### src/rtl/mem_bus_arbiter.sv
// mem_bus_arbiter: shares one single-port 16-bit data memory between the cpu
// path (m0) and the loader/debug DMA port (m1). The winning request is
// registered and drives the memory for WAIT_STATES+1 cycles. Read data and a
// one-cycle ack are then returned to the winner. All outputs are registered.
//
// Build option: define MEM_ARB_RR_EN for round-robin arbitration on ties.
// Without it, m0 (the cpu) always wins a tie.
module mem_bus_arbiter #(
  parameter int AW          = 16,
  parameter int DW          = 16,
  parameter int WAIT_STATES = 1     // legal range 0..7
) (
  input  logic          clock,
  input  logic          reset,
  // requester 0: cpu fetch/load/store path
  input  logic          m0_req,
  input  logic          m0_we,
  input  logic [AW-1:0] m0_addr,
  input  logic [DW-1:0] m0_wdata,
  output logic          m0_ack,
  // requester 1: loader/debug DMA port
  input  logic          m1_req,
  input  logic          m1_we,
  input  logic [AW-1:0] m1_addr,
  input  logic [DW-1:0] m1_wdata,
  output logic          m1_ack,
  // returned read data, held until the next read completes
  output logic [DW-1:0] rdata,
  // memory side
  output logic          mem_en,
  output logic          mem_we,
  output logic [AW-1:0] mem_addr,
  output logic [DW-1:0] mem_wdata,
  input  logic [DW-1:0] mem_rdata,
  // status
  output logic          busy,
  output logic          owner
);

  typedef enum logic [1:0] {
    ST_IDLE   = 2'd0,
    ST_ACCESS = 2'd1,
    ST_ACK    = 2'd2
  } state_e;

  localparam logic [2:0] WAIT_CNT = 3'(WAIT_STATES);

  state_e        state_q,     state_d;
  logic [2:0]    cnt_q,       cnt_d;
  logic          mem_en_q,    mem_en_d;
  logic          mem_we_q,    mem_we_d;
  logic [AW-1:0] mem_addr_q,  mem_addr_d;
  logic [DW-1:0] mem_wdata_q, mem_wdata_d;
  logic [DW-1:0] rdata_q,     rdata_d;
  logic          owner_q,     owner_d;
  logic          busy_q,      busy_d;
  logic          m0_ack_q,    m0_ack_d;
  logic          m1_ack_q,    m1_ack_d;

  logic          grant_any;
  logic          grant_m1;

  // Arbitration: decide which requester would win a grant this cycle.
  always_comb begin
    grant_any = m0_req | m1_req;
`ifdef MEM_ARB_RR_EN
    // On a tie the requester that did not win last time goes first.
    if (m0_req && m1_req) begin
      grant_m1 = ~owner_q;
    end else begin
      grant_m1 = m1_req;
    end
`else
    // The cpu path always wins a tie; m1 waits for a gap in m0 traffic.
    grant_m1 = m1_req & ~m0_req;
`endif
  end

  // Next-state and registered-output logic for the IDLE/ACCESS/ACK sequence.
  always_comb begin
    // NOTE: every signal gets a default before the case, so no path leaves one
    // unassigned and no latch is inferred.
    state_d     = state_q;
    cnt_d       = cnt_q;
    mem_en_d    = mem_en_q;
    mem_we_d    = mem_we_q;
    mem_addr_d  = mem_addr_q;
    mem_wdata_d = mem_wdata_q;
    rdata_d     = rdata_q;
    owner_d     = owner_q;
    busy_d      = busy_q;
    m0_ack_d    = 1'b0;
    m1_ack_d    = 1'b0;

    unique case (state_q)
      ST_IDLE: begin
        if (grant_any) begin
          // Capture the winner's command; it stays frozen for the access.
          owner_d     = grant_m1;
          mem_en_d    = 1'b1;
          mem_we_d    = grant_m1 ? m1_we    : m0_we;
          mem_addr_d  = grant_m1 ? m1_addr  : m0_addr;
          mem_wdata_d = grant_m1 ? m1_wdata : m0_wdata;
          cnt_d       = WAIT_CNT;
          busy_d      = 1'b1;
          state_d     = ST_ACCESS;
        end else begin
          mem_en_d = 1'b0;
          mem_we_d = 1'b0;
        end
      end

      ST_ACCESS: begin
        if (cnt_q != 3'd0) begin
          cnt_d = cnt_q - 3'd1;
        end else begin
          // Last access cycle: memory output is valid for the held address.
          if (!mem_we_q) begin
            rdata_d = mem_rdata;
          end
          mem_en_d = 1'b0;
          mem_we_d = 1'b0;
          m0_ack_d = ~owner_q;
          m1_ack_d = owner_q;
          state_d  = ST_ACK;
        end
      end

      ST_ACK: begin
        // Requests are ignored here so the requester can update them on the
        // ack edge without being re-granted stale values.
        busy_d  = 1'b0;
        state_d = ST_IDLE;
      end

      default: begin
        mem_en_d = 1'b0;
        mem_we_d = 1'b0;
        busy_d   = 1'b0;
        state_d  = ST_IDLE;
      end
    endcase
  end

  // State and output registers, cleared asynchronously by reset.
  always_ff @(posedge clock or posedge reset) begin
    if (reset) begin
      // NOTE: the address/data registers are reset too, not only the control
      // bits, because every output must read 0 while reset is applied.
      state_q     <= ST_IDLE;
      cnt_q       <= 3'd0;
      mem_en_q    <= 1'b0;
      mem_we_q    <= 1'b0;
      mem_addr_q  <= '0;
      mem_wdata_q <= '0;
      rdata_q     <= '0;
      owner_q     <= 1'b0;
      busy_q      <= 1'b0;
      m0_ack_q    <= 1'b0;
      m1_ack_q    <= 1'b0;
    end else begin
      // NOTE: non-blocking assignments so every flop samples the values from
      // before this edge, independent of statement order.
      state_q     <= state_d;
      cnt_q       <= cnt_d;
      mem_en_q    <= mem_en_d;
      mem_we_q    <= mem_we_d;
      mem_addr_q  <= mem_addr_d;
      mem_wdata_q <= mem_wdata_d;
      rdata_q     <= rdata_d;
      owner_q     <= owner_d;
      busy_q      <= busy_d;
      m0_ack_q    <= m0_ack_d;
      m1_ack_q    <= m1_ack_d;
    end
  end

  assign m0_ack    = m0_ack_q;
  assign m1_ack    = m1_ack_q;
  assign rdata     = rdata_q;
  assign mem_en    = mem_en_q;
  assign mem_we    = mem_we_q;
  assign mem_addr  = mem_addr_q;
  assign mem_wdata = mem_wdata_q;
  assign busy      = busy_q;
  assign owner     = owner_q;

  // Protocol invariants of the arbiter.
  a_ack_onehot : assert property (@(posedge clock) disable iff (reset)
    !(m0_ack_q && m1_ack_q));
  a_we_in_access : assert property (@(posedge clock) disable iff (reset)
    mem_we_q |-> (state_q == ST_ACCESS));
  a_we_needs_en : assert property (@(posedge clock) disable iff (reset)
    mem_we_q |-> mem_en_q);
  a_ack_in_ack : assert property (@(posedge clock) disable iff (reset)
    (m0_ack_q || m1_ack_q) |-> (state_q == ST_ACK));

endmodule

### config.mk
export PLATFORM = sky130hd
export DESIGN_NAME = mem_bus_arbiter
export DESIGN_NICKNAME = d
export VERILOG_FILES = /design/src/rtl/mem_bus_arbiter.sv
export SDC_FILE = /design/constraint.sdc
export NUM_CORES = 1
export LEC_CHECK = 0
export CORE_MARGIN = 2
export CORE_UTILIZATION = 43
export DETAILED_ROUTE_END_ITERATION = 10
export PLACE_DENSITY_LB_ADDON = 0.15
export SKIP_LAST_GASP = 1
export SYNTH_ARGS = -nofsm -noshare
export SYNTH_HDL_FRONTEND = slang
export SYNTH_SLANG_ARGS = --single-unit
export TNS_END_PERCENT = 10
### constraint.sdc
create_clock -name clock -period 5.05 [get_ports clock]
set_input_delay 1.01 -clock clock [delete_from_list [all_inputs] [get_ports clock]]
set_output_delay 1.01 -clock clock [all_outputs]
set_load 0.1 [all_outputs]
[Word-level counts from Yosys, hierarchy flattened]
Cells that the tools add are included.
Widths: inputs -> output; s select.
Cells by class
  $add $sub $neg: 1
  equality and inequality tests: 5
  bitwise operators: 8
  reductions and logical operators: 9
  multiplexer cells: 20
Operators with widths (count)
  $mux 16: 2
  $mux 1: 9
  $reduce_and 2->1: 4
  $mux 3: 2
  $ne 2x2->1 const B: 3
  $not 1->1: 6
  $pmux 1 s3: 2
  $pmux 3 s2: 1
  $reduce_and 3->1: 2
  $mux 2: 2
  $pmux 2 s2: 1
  $reduce_bool 3->1: 1
  $sub 3x1->3 const B: 1
  $eq 2x1->1 const B: 1
  $eq 2x2->1 const B: 1
  $logic_not 2->1: 1
  $pmux 1 s2: 1
  $reduce_bool 2->1: 1
  $and 1x1->1: 1
  $or 1x1->1: 1
Storage, ports and cells
  output and inout port bits: 54
  logic and storage cells: 54
  bits of input ports: 86
  register bits after elaboration: 59

[Logic depth before layout (Yosys ltp)]
  word-level depth: 5
  depth in mapped cells: 6
  depth with buffers taken out: 5

[Worst setup path after synthesis]
No wires, ideal clock.
  path type: register -> output
  start: reg mem_we_q, in the netlist mem_we
  end: out mem_we
  path buffers: 0
  arrival time: 0.952 ns
  stages on the path, launching flop included: 1
  data required time: 4.040 ns
  path slack: 3.088 ns
  cell sequence: dfrtp_1
RTL lines
  start, declared: RTL line 51  | logic mem_we_q, mem_we_d;
  start signal, assigned: RTL line 167  | mem_we_q <= mem_we_d;
  end, declared: RTL line 31  | output logic mem_we,
No word-level cell between the ends.

[Worst setup path in the final report]
  start: reg mem_we_q, in the netlist mem_we
  end: out mem_we
No word-level cell between the ends.

==> reports/qor.yml <==
maxSlewViolCount: 0
netlist_area_um2: 2700
row_count: 28
hold_depth: 1
cts_resized: 0
yosys_warnings: 0
port_buffers: 139
cp.required_ps: 4040
fmax_mhz: 343
dieArea_um2: 6930
yosys-top-cells-area: "dfrtp_1, a21oi_1, mux2i_1"
max-cap-violations: 0
synth_edf_count: 0
grt_pass1_wl_mm: 11.9
io_pins: 140
post-cts-setup-buffer-count: 0
final_cell_mix: "clkdlybuf4s50_1, a21oi_1, dfrtp_1"
synth_top_family_by_area: "multiplexers"
ys_ff_latch: 59
root_buffer: "clkbuf_8"
routed_wirelength_mm: 7.26
hpwl_mm: 5.04
grt_setup_unrepaired: "no"
crit_type: "flip-flop to primary output"
routedWlPerCell_um: 16.4
fin_nets: 451
status: "completed"
final_common_cell: "clkdlybuf4s50_1"
cp.arrival_ps: 1910
synth_top_area_share_pct: 54.7
syn_inst: 227
num-fill-cells: 487
synth_compound_area_share_pct: 14.6
cts_sinks: 59
setup_tns_ps: 0
fin_crit_sh_pct: 57.8
crit_slowest_cell: "clkdlybuf4s50_1"
r2r_cells: 5
vias_per_cell: 5.10
fp.dieW_um: 83.2
cts-htree-levels: 3
grt_pass1_vias: 2326
core_um2: 5990
fin_skew_ps: 5.10
r2r_slack_ps: 2900
drc_errors: 0
critical_path_buf_inv_count: 1
ys_types: 31
relSlewSlack_pct: 29.2
drive_gt1_share_pct: 11.1
hold_violations: 0
muxShareOfSynthArea_pct: 19.9
cts.clk_slew.worst_paths_ps: 70
start_util_pct: 45.1
fin_util_pct: 72.1
synth_fa_ha_area_share_pct: 0.927
die_h_um: 83.2
drtIter0Drc: 124
postRouteAntennaNets: 0
syn_nets: 315
ys.flop_type: "dfrtp_1"
antenna_found_initial: 0
syn_to_final_growth_pct: 60.0
grt_max_degree: 56
end_kind: "primary output"
cp_num_cells: 1
postCtsHoldBufs: 0
grt_usage_pct: 21.7
gp_congestion: 0.731
worst_pin_slew_ps: 1060
whs_ps: 478
synth-simple-area-share_pct: 4.49
num_antenna_cells: 0
overflow: 0
synth-xor-area-share_pct: 0
hold_class: "flip-flop to flip-flop"
start_kind: "flip-flop"
finalCriticalPeriod_ps: 2920
crit_chain: "clkdlybuf4s50_1"
vias: 2259
numCtsBuffers: 9
synth_top_area_cell: "dfrtp_1"
slowest_delay_ps: 1160
setup_violations: 0
synthArstFlopShare_pct: 100
clock_latency_ps: 340
path_max_fanout: 3
syn_avg_cell_area_um2: 11.9
tritoncts: "done"
critPathTopFamily: "buffers and inverters"
ys_seq_area_share_pct: 54.7
first_pass_iters: 4
clockBufferDepth: 2
final cells by class:
type | instances | area (um^2) | share of cell area, %
timing repair buffer | 142 | 1410 | 32.7
inverter | 7 | 26.3 | 0.608
tap | 75 | 93.8 | 2.17
clock inverter | 5 | 75.1 | 1.74
clock buffer | 11 | 151 | 3.51
multi-input combinational | 144 | 1080 | 25.1
sequential | 59 | 1480 | 34.2
stage by stage:
stage,worst slack [ps],cell area (um^2),cells
6_report,2130,4320,443
5_1_grt,2080,4320,443
3_3_place_gp,2130,4090,427
3_5_place_dp,2080,4090,427
4_1_cts,2110,4320,443
2_1_floorplan,2580,2700,227
worst reg2reg max path, cell delays in order (launching register included):
cell and delay, ps:
dfrtp_1 360, inv_1 120, ha_1 200, nand2b_1 160, nor3_4 780, mux2_2 430
layer usage:
layer	up-vias	share of wire, %	GRT usage, %
met1	1085	42	27.4
met2	85	49	35.0
met5	-	0	0
met4	0	2.2	8.64
met3	15	6.1	6.26
li1	1074	-	-
final timing paths:
path	startpoint	end
max	mem_we$_DFFE_PP0P_	mem_we
min	mem_en$_DFFE_PP0P_	mem_en$_DFFE_PP0P_
max reg2reg	cnt_q[0]$_DFFE_PP0P_	rdata[9]$_DFFE_PP0P_
min reg2reg	mem_en$_DFFE_PP0P_	mem_en$_DFFE_PP0P_
max in group asynchronous	reset	mem_addr[12]$_DFFE_PP0P_
min in group asynchronous	reset	rdata[8]$_DFFE_PP0P_
flip-flops by register name (all words and copies together), names as in the netlist:
name and count:
busy 1, cnt_q 3, m0_ack 1, m1_ack 1
mem_addr 16, mem_en 1, mem_wdata 16, mem_we 1
owner 1, rdata 16, state_q 2
Yosys cell counts, types with 3 or more instances:
library cell  number
a21oi_1           68
buf_2              5
buf_6              4
clkbuf_1           5
dfrtp_1           59
inv_1              7
mux2_2             6
mux2_4            10
mux2i_1           32
nand2_1            3
o21ai_0            4
cell families (layout without fill, tap and decap cells):
family / after synthesis / count (layout)
AO/OA/AOI/OAI: 76 / 76
multiplexers: 48 / 48
flip-flops: 59 / 59
buffers and inverters: 24 / 165
adder cells (fa/ha/maj): 2 / 2
AND/OR/NAND/NOR: 18 / 18
Power is not shown: default switching activity piles up to over one toggle a cycle in this logic, so the estimate is an artifact.
